==> config.mk <==
export PLATFORM = sky130hd
export DESIGN_NAME = tpu_dma_seq
export DESIGN_NICKNAME = d
export VERILOG_FILES = /design/src/rtl/tpu_dma_seq.sv
export SDC_FILE = /design/constraint.sdc
export NUM_CORES = 1
export LEC_CHECK = 0
export ABC_CLOCK_PERIOD_IN_PS = 6800
export CORE_MARGIN = 2
export CORE_UTILIZATION = 47
export DETAILED_ROUTE_END_ITERATION = 8
export GPL_TIMING_DRIVEN = 1
export PLACE_DENSITY = 0.8
export SETUP_SLACK_MARGIN = 0.4
export SYNTH_ARGS = -nofsm -noshare
export SYNTH_HDL_FRONTEND = slang
export SYNTH_SLANG_ARGS = --single-unit
==> constraint.sdc <==
create_clock -name clk -period 6.8 [get_ports clk]
set_input_delay 0.68 -clock clk [delete_from_list [all_inputs] [get_ports clk]]
set_output_delay 0.68 -clock clk [all_outputs]
set_load 0.01 [all_outputs]
==> src/rtl/tpu_dma_seq.sv <==
// DMA sequencer feeding the TPU matrix-multiply core.
// Loads A (8 words), B (8 words) and C (16 words) from host memory into the
// TPU window, issues MatMul, waits a fixed time, then copies the 16-word
// result back to host memory.
//
// state    | meaning
// ---------+--------------------------------------------------------------
// IDLE     | waiting for start
// RD_REQ   | host read request for word k of the current phase
// RD_WAIT  | waiting for the read response
// TPU_WR   | one-cycle TPU write of the captured word
// MM_START | one-cycle MatMul command write
// MM_WAIT  | fixed wait for the TPU to finish
// C_RD     | drive TPU read address for result word k
// C_CAP    | capture TPU read data into the host write request
// WR_REQ   | host write request for result word k
// DONE     | one-cycle completion pulse
module tpu_dma_seq #(
    parameter int DIM         = 8,
    parameter int HADDRW      = 32,
    parameter int TADDRW      = 16,
    parameter int DATAW       = 64,
    parameter int MATMUL_WAIT = 24
) (
    input  logic              clk,
    input  logic              rst_n,
    input  logic              start,
    input  logic [HADDRW-1:0] a_base,
    input  logic [HADDRW-1:0] b_base,
    input  logic [HADDRW-1:0] c_base,
    input  logic [HADDRW-1:0] out_base,
    output logic              busy,
    output logic              done,
    output logic              rd_req_valid,
    input  logic              rd_req_ready,
    output logic [HADDRW-1:0] rd_req_addr,
    input  logic              rd_rsp_valid,
    input  logic [DATAW-1:0]  rd_rsp_data,
    output logic              wr_req_valid,
    input  logic              wr_req_ready,
    output logic [HADDRW-1:0] wr_req_addr,
    output logic [DATAW-1:0]  wr_req_data,
    output logic              tpu_r_w,
    output logic [TADDRW-1:0] tpu_addr,
    output logic [DATAW-1:0]  tpu_dataIn,
    input  logic [DATAW-1:0]  tpu_dataOut
);

    localparam int         WAITW     = $clog2(MATMUL_WAIT + 1);
    localparam logic [3:0] K_AB_LAST = 4'(DIM - 1);
    localparam logic [3:0] K_C_LAST  = 4'(2 * DIM - 1);

    typedef enum logic [3:0] {
        IDLE, RD_REQ, RD_WAIT, TPU_WR, MM_START, MM_WAIT, C_RD, C_CAP, WR_REQ, DONE
    } state_t;

    typedef enum logic [1:0] {PH_A, PH_B, PH_C} phase_t;

    state_t             state_q, state_d;
    phase_t             phase_q, phase_d;
    logic [3:0]         k_q, k_d;
    logic [WAITW-1:0]   wait_q, wait_d;
    logic [HADDRW-1:0]  a_q, b_q, c_q, o_q;
    logic [HADDRW-1:0]  host_base;
    logic [TADDRW-1:0]  tpu_base;

    logic               busy_d, done_d, rd_req_valid_d, wr_req_valid_d, tpu_r_w_d;
    logic [HADDRW-1:0]  rd_req_addr_d, wr_req_addr_d;
    logic [DATAW-1:0]   wr_req_data_d, tpu_dataIn_d;
    logic [TADDRW-1:0]  tpu_addr_d;

    // Word offsets are k*8; host sums wrap modulo 2^HADDRW by width truncation.
    function automatic logic [HADDRW-1:0] host_off(input logic [3:0] k);
        return HADDRW'({k, 3'b000});
    endfunction

    function automatic logic [TADDRW-1:0] tpu_off(input logic [3:0] k);
        return TADDRW'({k, 3'b000});
    endfunction

    // State, counters and all registered outputs
    always_ff @(posedge clk or negedge rst_n) begin
        if (!rst_n) begin
            state_q      <= IDLE;
            phase_q      <= PH_A;
            k_q          <= '0;
            wait_q       <= '0;
            busy         <= 1'b0;
            done         <= 1'b0;
            rd_req_valid <= 1'b0;
            rd_req_addr  <= '0;
            wr_req_valid <= 1'b0;
            wr_req_addr  <= '0;
            wr_req_data  <= '0;
            tpu_r_w      <= 1'b0;
            tpu_addr     <= '0;
            tpu_dataIn   <= '0;
        end else begin
            state_q      <= state_d;
            phase_q      <= phase_d;
            k_q          <= k_d;
            wait_q       <= wait_d;
            busy         <= busy_d;
            done         <= done_d;
            rd_req_valid <= rd_req_valid_d;
            rd_req_addr  <= rd_req_addr_d;
            wr_req_valid <= wr_req_valid_d;
            wr_req_addr  <= wr_req_addr_d;
            wr_req_data  <= wr_req_data_d;
            tpu_r_w      <= tpu_r_w_d;
            tpu_addr     <= tpu_addr_d;
            tpu_dataIn   <= tpu_dataIn_d;
        end
    end

    // Base addresses are latched only when a command is accepted
    always_ff @(posedge clk or negedge rst_n) begin
        if (!rst_n) begin
            a_q <= '0;
            b_q <= '0;
            c_q <= '0;
            o_q <= '0;
        end else if (state_q == IDLE && start) begin
            a_q <= a_base;
            b_q <= b_base;
            c_q <= c_base;
            o_q <= out_base;
        end
    end

    // Next state, phase, word counter and MatMul wait down-counter
    always_comb begin
        state_d = state_q;
        phase_d = phase_q;
        k_d     = k_q;
        wait_d  = wait_q;
        case (state_q)
            IDLE: begin
                if (start) begin
                    state_d = RD_REQ;
                    phase_d = PH_A;
                    k_d     = '0;
                end
            end
            RD_REQ:  if (rd_req_ready) state_d = RD_WAIT;
            RD_WAIT: if (rd_rsp_valid) state_d = TPU_WR;
            TPU_WR: begin
                if (phase_q == PH_C) begin
                    if (k_q == K_C_LAST) begin
                        state_d = MM_START;
                    end else begin
                        state_d = RD_REQ;
                        k_d     = k_q + 4'd1;
                    end
                end else if (k_q == K_AB_LAST) begin
                    state_d = RD_REQ;
                    phase_d = (phase_q == PH_A) ? PH_B : PH_C;
                    k_d     = '0;
                end else begin
                    state_d = RD_REQ;
                    k_d     = k_q + 4'd1;
                end
            end
            MM_START: begin
                state_d = MM_WAIT;
                wait_d  = WAITW'(MATMUL_WAIT - 1);
            end
            MM_WAIT: begin
                if (wait_q == '0) begin
                    state_d = C_RD;
                    k_d     = '0;
                end else begin
                    wait_d = wait_q - WAITW'(1);
                end
            end
            C_RD:  state_d = C_CAP;
            C_CAP: state_d = WR_REQ;
            WR_REQ: begin
                if (wr_req_ready) begin
                    if (k_q == K_C_LAST) begin
                        state_d = DONE;
                    end else begin
                        state_d = C_RD;
                        k_d     = k_q + 4'd1;
                    end
                end
            end
            DONE:    state_d = IDLE;
            default: state_d = IDLE;
        endcase
    end

    // Base selection for the next request; the first A request uses the live inputs
    always_comb begin
        host_base = a_q;
        tpu_base  = TADDRW'(16'h0100);
        if (state_q == IDLE) begin
            host_base = a_base;
        end else begin
            case (phase_d)
                PH_B:    host_base = b_q;
                PH_C:    host_base = c_q;
                default: host_base = a_q;
            endcase
        end
        case (phase_d)
            PH_B:    tpu_base = TADDRW'(16'h0200);
            PH_C:    tpu_base = TADDRW'(16'h0300);
            default: tpu_base = TADDRW'(16'h0100);
        endcase
    end

    // Output values for the state being entered; the TPU bus defaults to an idle read of 0x0000
    always_comb begin
        busy_d         = (state_d != IDLE) && (state_d != DONE);
        done_d         = (state_d == DONE);
        rd_req_valid_d = 1'b0;
        rd_req_addr_d  = rd_req_addr;
        wr_req_valid_d = 1'b0;
        wr_req_addr_d  = wr_req_addr;
        wr_req_data_d  = wr_req_data;
        tpu_r_w_d      = 1'b0;
        tpu_addr_d     = '0;
        tpu_dataIn_d   = '0;
        case (state_d)
            RD_REQ: begin
                rd_req_valid_d = 1'b1;
                rd_req_addr_d  = host_base + host_off(k_d);
            end
            TPU_WR: begin
                tpu_r_w_d    = 1'b1;
                tpu_addr_d   = tpu_base + tpu_off(k_d);
                tpu_dataIn_d = rd_rsp_data;
            end
            MM_START: begin
                tpu_r_w_d  = 1'b1;
                tpu_addr_d = TADDRW'(16'h0400);
            end
            C_RD, C_CAP: begin
                tpu_addr_d = TADDRW'(16'h0300) + tpu_off(k_d);
            end
            WR_REQ: begin
                wr_req_valid_d = 1'b1;
                if (state_q == C_CAP) begin
                    wr_req_data_d = tpu_dataOut;
                    wr_req_addr_d = o_q + host_off(k_d);
                end
            end
            default: begin
            end
        endcase
    end

endmodule

==> results of run 1 <==
==> logic make-up after synthesis <==
kind of cell | share of synthesized area (%)
adder cells (fa/ha/maj) | 1.31
flip-flops | 56.1
other | 0.0242
multiplexers | 1.49
buffers and inverters | 3.50
AND/OR/NAND/NOR | 27.0
AO/OA/AOI/OAI | 8.72
XOR/XNOR | 1.92
==> routing by layer <==
layer	vias up	part of all wire, %
met4	0	3.8
met5	-	0
li1	6361	-
met2	597	49
met3	95	8.4
met1	6480	39
==> through the flow <==
stage	util (%)	total power, uW	setup WS [ns]
floorplan	-	4470	1.33
global placement	62.8	5430	1.32
detailed placement	62.8	5500	1.12
CTS	66.8	7670	1.10
global route	66.8	8100	0.608
finish	66.8	7650	0.921
==> worst paths after layout <==
kind / endpoint / slack, ns
setup / recovery: rd_req_addr[29] / 0.92
hold / removal: wr_req_data[42] / 0.17
setup reg to reg: rd_req_addr[29] / 0.92
hold reg to reg: wr_req_data[10] / 0.47
max in group asynchronous: tpu_dataIn[33] / 5.08
min in group clk: wr_req_data[10] / 0.47
==> layout make-up <==
cell class	instances	area, um2
fill	2546	10800
multi-input combinational	1210	6330
inverter	13	48.8
antenna	3	7.51
sequential	347	8680
timing repair buffer	479	4780
tap	442	553
clock inverter	13	243
clock buffer	52	1040
==> cell usage after synthesis, drive strengths merged (3+ instances only) <==
| library cell | instances | area [um2] |
|---|---|---|
| xor2 | 15 | 131 |
| clkbuf | 60 | 225 |
| and2 | 83 | 521 |
| nor4b | 6 | 58.8 |
| mux2i | 4 | 40.0 |
| nor2b | 19 | 119 |
| or4 | 4 | 33.8 |
| o31ai | 15 | 118 |
| dfrtp | 347 | 8680 |
| nor3 | 26 | 130 |
| o21ai | 54 | 270 |
| xnor2 | 19 | 166 |
| or3 | 5 | 31.3 |
| a221oi | 17 | 149 |
| nand2 | 643 | 2420 |
| a21oi | 38 | 190 |
| nand2b | 13 | 81.3 |
| and3 | 12 | 75.1 |
| nor4 | 13 | 115 |
| nand3 | 35 | 175 |
| ha | 13 | 163 |
| nand4 | 13 | 81.3 |
| nor2 | 36 | 135 |
| o211ai | 6 | 45.0 |
| o22a | 4 | 35.0 |
| buf | 43 | 268 |
| a22oi | 12 | 95.1 |
| inv | 13 | 48.8 |
| or2 | 4 | 25.0 |
| a222oi | 3 | 30.0 |
| a221o | 9 | 90.1 |
| and4 | 9 | 78.8 |
| a21o | 8 | 60.1 |
| a32o | 3 | 30.0 |
| nor3b | 4 | 30.0 |
| a32oi | 3 | 26.3 |
| a211o | 4 | 35.0 |
| a31oi | 10 | 62.6 |
| mux2 | 17 | 191 |
==> power by group <==
group	total (uW)	internal, uW	switching, uW
Sequential	3010	2590	414
Combinational	2500	1070	1430
Clock	2140	1330	809
==> flip-flops by register name, indices dropped and copies added (netlist names), 5 cells and up <==
| name | flops |
|---|---|
| a_q | 32 |
| b_q | 32 |
| c_q | 32 |
| o_q | 32 |
| rd_req_addr | 32 |
| tpu_addr | 7 |
| tpu_dataIn | 64 |
| wait_q | 5 |
| wr_req_addr | 32 |
| wr_req_data | 64 |
==> worst register-to-register path, delay by kind of cell (launching register included) <==
kind            cells  cell delay, ns
fa+ha+maj           1            0.82
simple gates        5            1.90
compound gates      4            1.63
buf+inv             2            0.78
flops               1            0.60
==> results.txt, run 1 <==
Crit-path cells -> or4_1 > nor2_4 > buf_4 > o21ai_0 > ha_2 > buf_4 > a221o_1 > nand3_1 > a222oi_1 > and4_1 > and4_1 > o31ai_2
Least-Margin Pin Slew -> 1.23 ns
Area of the mapped netlist -> 0.0155 mm2
Hold buffer count at CTS -> 0
Clock root cell -> clkbuf_16
Maximum vdd ir drop -> 0.183 mV
Top Ports -> 475
Iteration-0 DRC Markers -> 1041
# setup viols final -> 0
Inst Count DP -> 2491
Vias in the first global route -> 13508
Routability-driven placement congestion ratio -> 0.907
Synth-to-layout area growth -> 40.0%
CP max stage delay -> 1.10 ns
Clock Latency Late Sink -> 0.52 ns
GR Layer Usage met1 -> 33.5%
Clock Skew -> 0.0137 ns
Postcts setup bufs -> 0
Gr ovfl total -> 0
Worst Setup SP -> state_q[2]
Setup CP Type -> register to register
Critical path peak fanout -> 37
Register bit total from synthesis -> 347
CP Buf/Inv Count -> 2
Most common library cell in the layout ignoring fill and taps -> nand2_1
Minimum clock period -> 5.88 ns
Slowest CP cell -> a222oi_1
RSZ-0062 raised after global routing -> no
Status -> complete, no violations
GR Util met3 -> 6.50%
Max H-tree Level -> 2
DR pass1 iterations -> 5
CP Launch Type -> register
Largest net degree at the start of global routing -> 172
Async set-or-reset flop fraction in the synthesized netlist -> 100%
DR vias -> 13533
DRC -> 0
Synth Flop Type -> dfrtp_1
Core ar. -> 0.0325 mm2
Chip width -> 186 um
Pwr Density -> 353 mW/mm2
CTS tree -> done
Post-DP HPWL -> 35000 um
Die Height -> 186 um
Stages on the worst setup path -> 12
Clock Sinks -> 347
Clock Tree Buf Depth -> 3
Die area -> 0.0344 mm2
Crit share post-route -> 86.5%
Fmax -> 0.170 GHz
Leakage power -> 0.00988 uW
CP delay by family, top -> simple AND/OR/NAND/NOR gates
Max-slew violations -> 0
Finished Layout Cells -> 2559
CTS Buf Count -> 37
Clk slew on worst S/H paths -> 0.06 ns
Setup crit end kind -> register
Fin area -> 0.0217 mm2
Data required, critical path -> 7.16 ns
Final Hold Viols -> 0
Final ANT Viol Nets -> 0
Synth warn -> 0
Max-capacitance violation count -> 0
Post-cts resize count -> 0
Num rows -> 66
Layout Nets -> 2365
Post-synthesis sequential area ratio -> 56.1%
WHS -> 0.173 ns
Worst min-delay path class -> primary input to async pin
Most frequent cells in the layout -> 641 x nand2_1, 464 x clkdlybuf4s50_1, 347 x dfrtp_1
Setup TNS -> 0 ns
Final WL -> 47700 um
Layout cells sized above 1 -> 5.30%
Crit path DAT -> 6.24 ns
Top Usage Layer GRT -> met2
Via density -> 5.29
GRT Util Overall -> 27.3%
Area after DPL -> 0.0204 mm2
Slew HR -> 18.3%
Post-synth EDFFs -> 0
Syn Area/Cell -> 9.30 um2
First-pass GRT wire length -> 72500 um
R2r startpoint -> state_q[2]
Drt wl/cell -> 18.6 um
M2 GR Usage -> 46.2%
Number of I/O port buffers -> 465
Library cells used by synthesis -> 66
Initial antenna violation count -> 4
Cells after Synth -> 1665
Starting Density -> 47.7%
Reg2reg path depth -> 12
Power figures use the tool's default switching activity.
==> run 2, diff against run 1 <==
--- a/config.mk
+++ b/config.mk
@@ -5,7 +5,7 @@
 export SDC_FILE = /design/constraint.sdc
 export NUM_CORES = 1
 export LEC_CHECK = 0
-export ABC_CLOCK_PERIOD_IN_PS = 6800
+export ABC_CLOCK_PERIOD_IN_PS = 6200
 export CORE_MARGIN = 2
 export CORE_UTILIZATION = 47
 export DETAILED_ROUTE_END_ITERATION = 8
==> constraint.sdc (replaced) <==
create_clock -name clk -period 6.2 [get_ports clk]
set_input_delay 0.62 -clock clk [delete_from_list [all_inputs] [get_ports clk]]
set_output_delay 0.62 -clock clk [all_outputs]
set_load 0.01 [all_outputs]
==> run 2 against run 1 <==
Wire length decreased by 0.12%; final area decreased by 0.18%; sequential power increased by 9.3%; largest power group unchanged.
==> results.txt, run 2 (synthesis results as in run 1) <==
Status -> complete, no violations (unchanged)
Clock Latency Late Sink -> 0.52 ns (about the same)
Final core utilization -> 66.7% (was 66.8%)
Clk slew on worst S/H paths -> 0.06 ns (about the same)
Drt wl/cell -> 18.6 um (about the same)
Critical path peak fanout -> 41 (was 37)
Clock Tree Buf Depth -> 3 (unchanged)
Top Usage Layer GRT -> met2 (unchanged)
Num rows -> 66 (unchanged)
RSZ-0062 raised after global routing -> yes (was no)
Postcts setup bufs -> 0 (unchanged)
DR pass1 iterations -> 5 (unchanged)
Leakage power -> 0.00986 uW (was 0.00988 uW)
Reg2reg setup slack -> 0.71 ns (was 0.92 ns)
Crit path DAT -> 5.93 ns (was 6.24 ns)
Starting Density -> 47.7% (unchanged)
Post-DP HPWL -> 34900 um (was 35000 um)
Most frequent cells in the layout -> 641 x nand2_1, 464 x clkdlybuf4s50_1, 347 x dfrtp_1 (unchanged)
Number of I/O port buffers -> 465 (unchanged)
M2 GR Usage -> 46.4% (was 46.2%)
First-pass GRT wire length -> 72700 um (was 72500 um)
Minimum clock period -> 5.49 ns (was 5.88 ns)
Layout cells sized above 1 -> 5.39% (was 5.30%)
DRC -> 0 (unchanged)
Core ar. -> 0.0325 mm2 (unchanged)
GR Layer Usage met1 -> 33.8% (was 33.5%)
Setup TNS -> 0 ns (unchanged)
Synth-to-layout area growth -> 39.8% (was 40.0%)
Fmax -> 0.182 GHz (was 0.170 GHz)
Hold buffer count at CTS -> 0 (unchanged)
Initial antenna violation count -> 2 (was 4)
DR vias -> 13517 (was 13533)
Layout Nets -> 2368 (was 2365)
Pwr Density -> 381 mW/mm2 (was 353 mW/mm2)
Largest regs -> tpu_dataIn (64), wr_req_data (64) (unchanged)
Worst Setup SP -> state_q[2] (unchanged)
GR Util met3 -> 6.55% (was 6.50%)
Least-Margin Pin Slew -> 1.15 ns (was 1.23 ns)
CTS Buf Count -> 38 (was 37)
Die area -> 0.0344 mm2 (unchanged)
Chip width -> 186 um (unchanged)
Clock Sinks -> 347 (unchanged)
Reg2reg path depth -> 17 (was 12)
Crit share post-route -> 88.5% (was 86.5%)
CP max stage delay -> 0.95 ns (was 1.10 ns)
CP Buf/Inv Count -> 3 (was 2)
Final Hold Viols -> 0 (unchanged)
CP delay by family, top -> simple AND/OR/NAND/NOR gates (unchanged)
Vias in the first global route -> 13347 (was 13508)
Slew HR -> 22.9% (was 18.3%)
FF/Latch Area -> 0.00868 mm2 (unchanged)
R2R Path End -> rd_req_addr[14] (was rd_req_addr[29])
Most common library cell in the layout ignoring fill and taps -> nand2_1 (unchanged)
Slowest CP cell -> or4_1 (was a222oi_1)
Largest net degree at the start of global routing -> 163 (was 172)
Iteration-0 DRC Markers -> 1006 (was 1041)
Inst Count DP -> 2493 (was 2491)
FILL cells -> 2554 (was 2546)
Clock root cell -> clkbuf_16 (unchanged)
# setup viols final -> 0 (unchanged)
CP Launch Type -> register (unchanged)
Finished Layout Cells -> 2558 (was 2559)
Max-capacitance violation count -> 0 (unchanged)
Area of the multi-input gates -> 0.00635 mm2 (was 0.00633 mm2)
Crit-path cells -> or4_1 > nor2_4 > buf_4 > or2_2 > inv_1 > ha_1 > buf_4 > a22oi_1 > nor2_1 > a21oi_1 > o21ai_0 > ha_1 > nand3_1 > a2bb2oi_2 > nand4_1 > or4_1 > nand3_1 (was or4_1 > nor2_4 > buf_4 > o21ai_0 > ha_2 > buf_4 > a221o_1 > nand3_1 > a222oi_1 > and4_1 > and4_1 > o31ai_2)
GRT Util Overall -> 27.3% (about the same)
Maximum vdd ir drop -> 0.201 mV (was 0.183 mV)
Max-slew violations -> 0 (unchanged)
Setup crit end kind -> register (unchanged)
Gr ovfl total -> 0 (unchanged)
Top Ports -> 475 (unchanged)
Final ANT Viol Nets -> 0 (unchanged)
Die Height -> 186 um (unchanged)
Final WL -> 47700 um (about the same)
R2r startpoint -> state_q[2] (unchanged)
Worst min-delay path class -> primary input to async pin (unchanged)
Via density -> 5.28 (was 5.29)
CTS tree -> done (unchanged)
Setup CP Type -> register to register (unchanged)
Routability-driven placement congestion ratio -> 0.878 (was 0.907)
Max H-tree Level -> 2 (unchanged)
Data required, critical path -> 6.65 ns (was 7.16 ns)
Clock Skew -> 0.0195 ns (was 0.0137 ns)
run 2: per-layer routing:
layer | part of all wire, % | wire, um | vias up
met5 | 0.027 | 13 | -
met4 | 3.5 | 1680 | 2
met3 | 8.9 | 4250 | 87
met2 | 49 | 23200 | 604
met1 | 39 | 18500 | 6453
li1 | - | - | 6371
run 2: final cells by class:
type / count / area share (%)
antenna: 1 / 0.0116
clock buffer: 54 / 5.09
clock inverter: 10 / 0.526
inverter: 13 / 0.225
multi-input combinational: 1210 / 29.3
sequential: 347 / 40.1
tap: 442 / 2.56
timing repair buffer: 481 / 22.1
run 2: through the flow:
step	hold slack [ns]	worst slack (ns)	cell area [um2]	power, uW
floorplan	0.324	0.727	15500	4900
global route	0.256	0.344	21600	8750
finish	0.172	0.713	21600	8250
detailed placement	0.459	0.626	20400	6030
global placement	0.449	0.865	20400	5960
CTS	0.215	0.590	21600	8270
run 2: worst max-delay path by stage:
stage	endpoint	slack, ns	cells after the start
2_1_floorplan	rd_req_addr[29]	0.73	23
3_3_place_gp	rd_req_addr[29]	0.87	17
3_5_place_dp	rd_req_addr[25]	0.63	17
4_1_cts	rd_req_addr[29]	0.59	17
5_1_grt	rd_req_addr[27]	0.34	18
6_report	rd_req_addr[14]	0.71	17
run 2: what timing repair did:
item	4_1_cts	5_1_grt
resized for setup	0	2
endpoints found under the hold margin	0	0
setup endpoints to repair	0	8
run 2: worst reg2reg max path, delay by kind of cell (launching register included):
family / cells / cell delay [ns]
simple gates: 8 / 2.70
buf+inv: 3 / 0.76
fa+ha+maj: 2 / 0.70
compound gates: 4 / 0.69
flops: 1 / 0.59
run 2: power breakdown:
part	total (uW)	internal [uW]	switching [uW]
registers	3290	2850	445
clock network	2210	1320	895
logic	2740	1170	1570
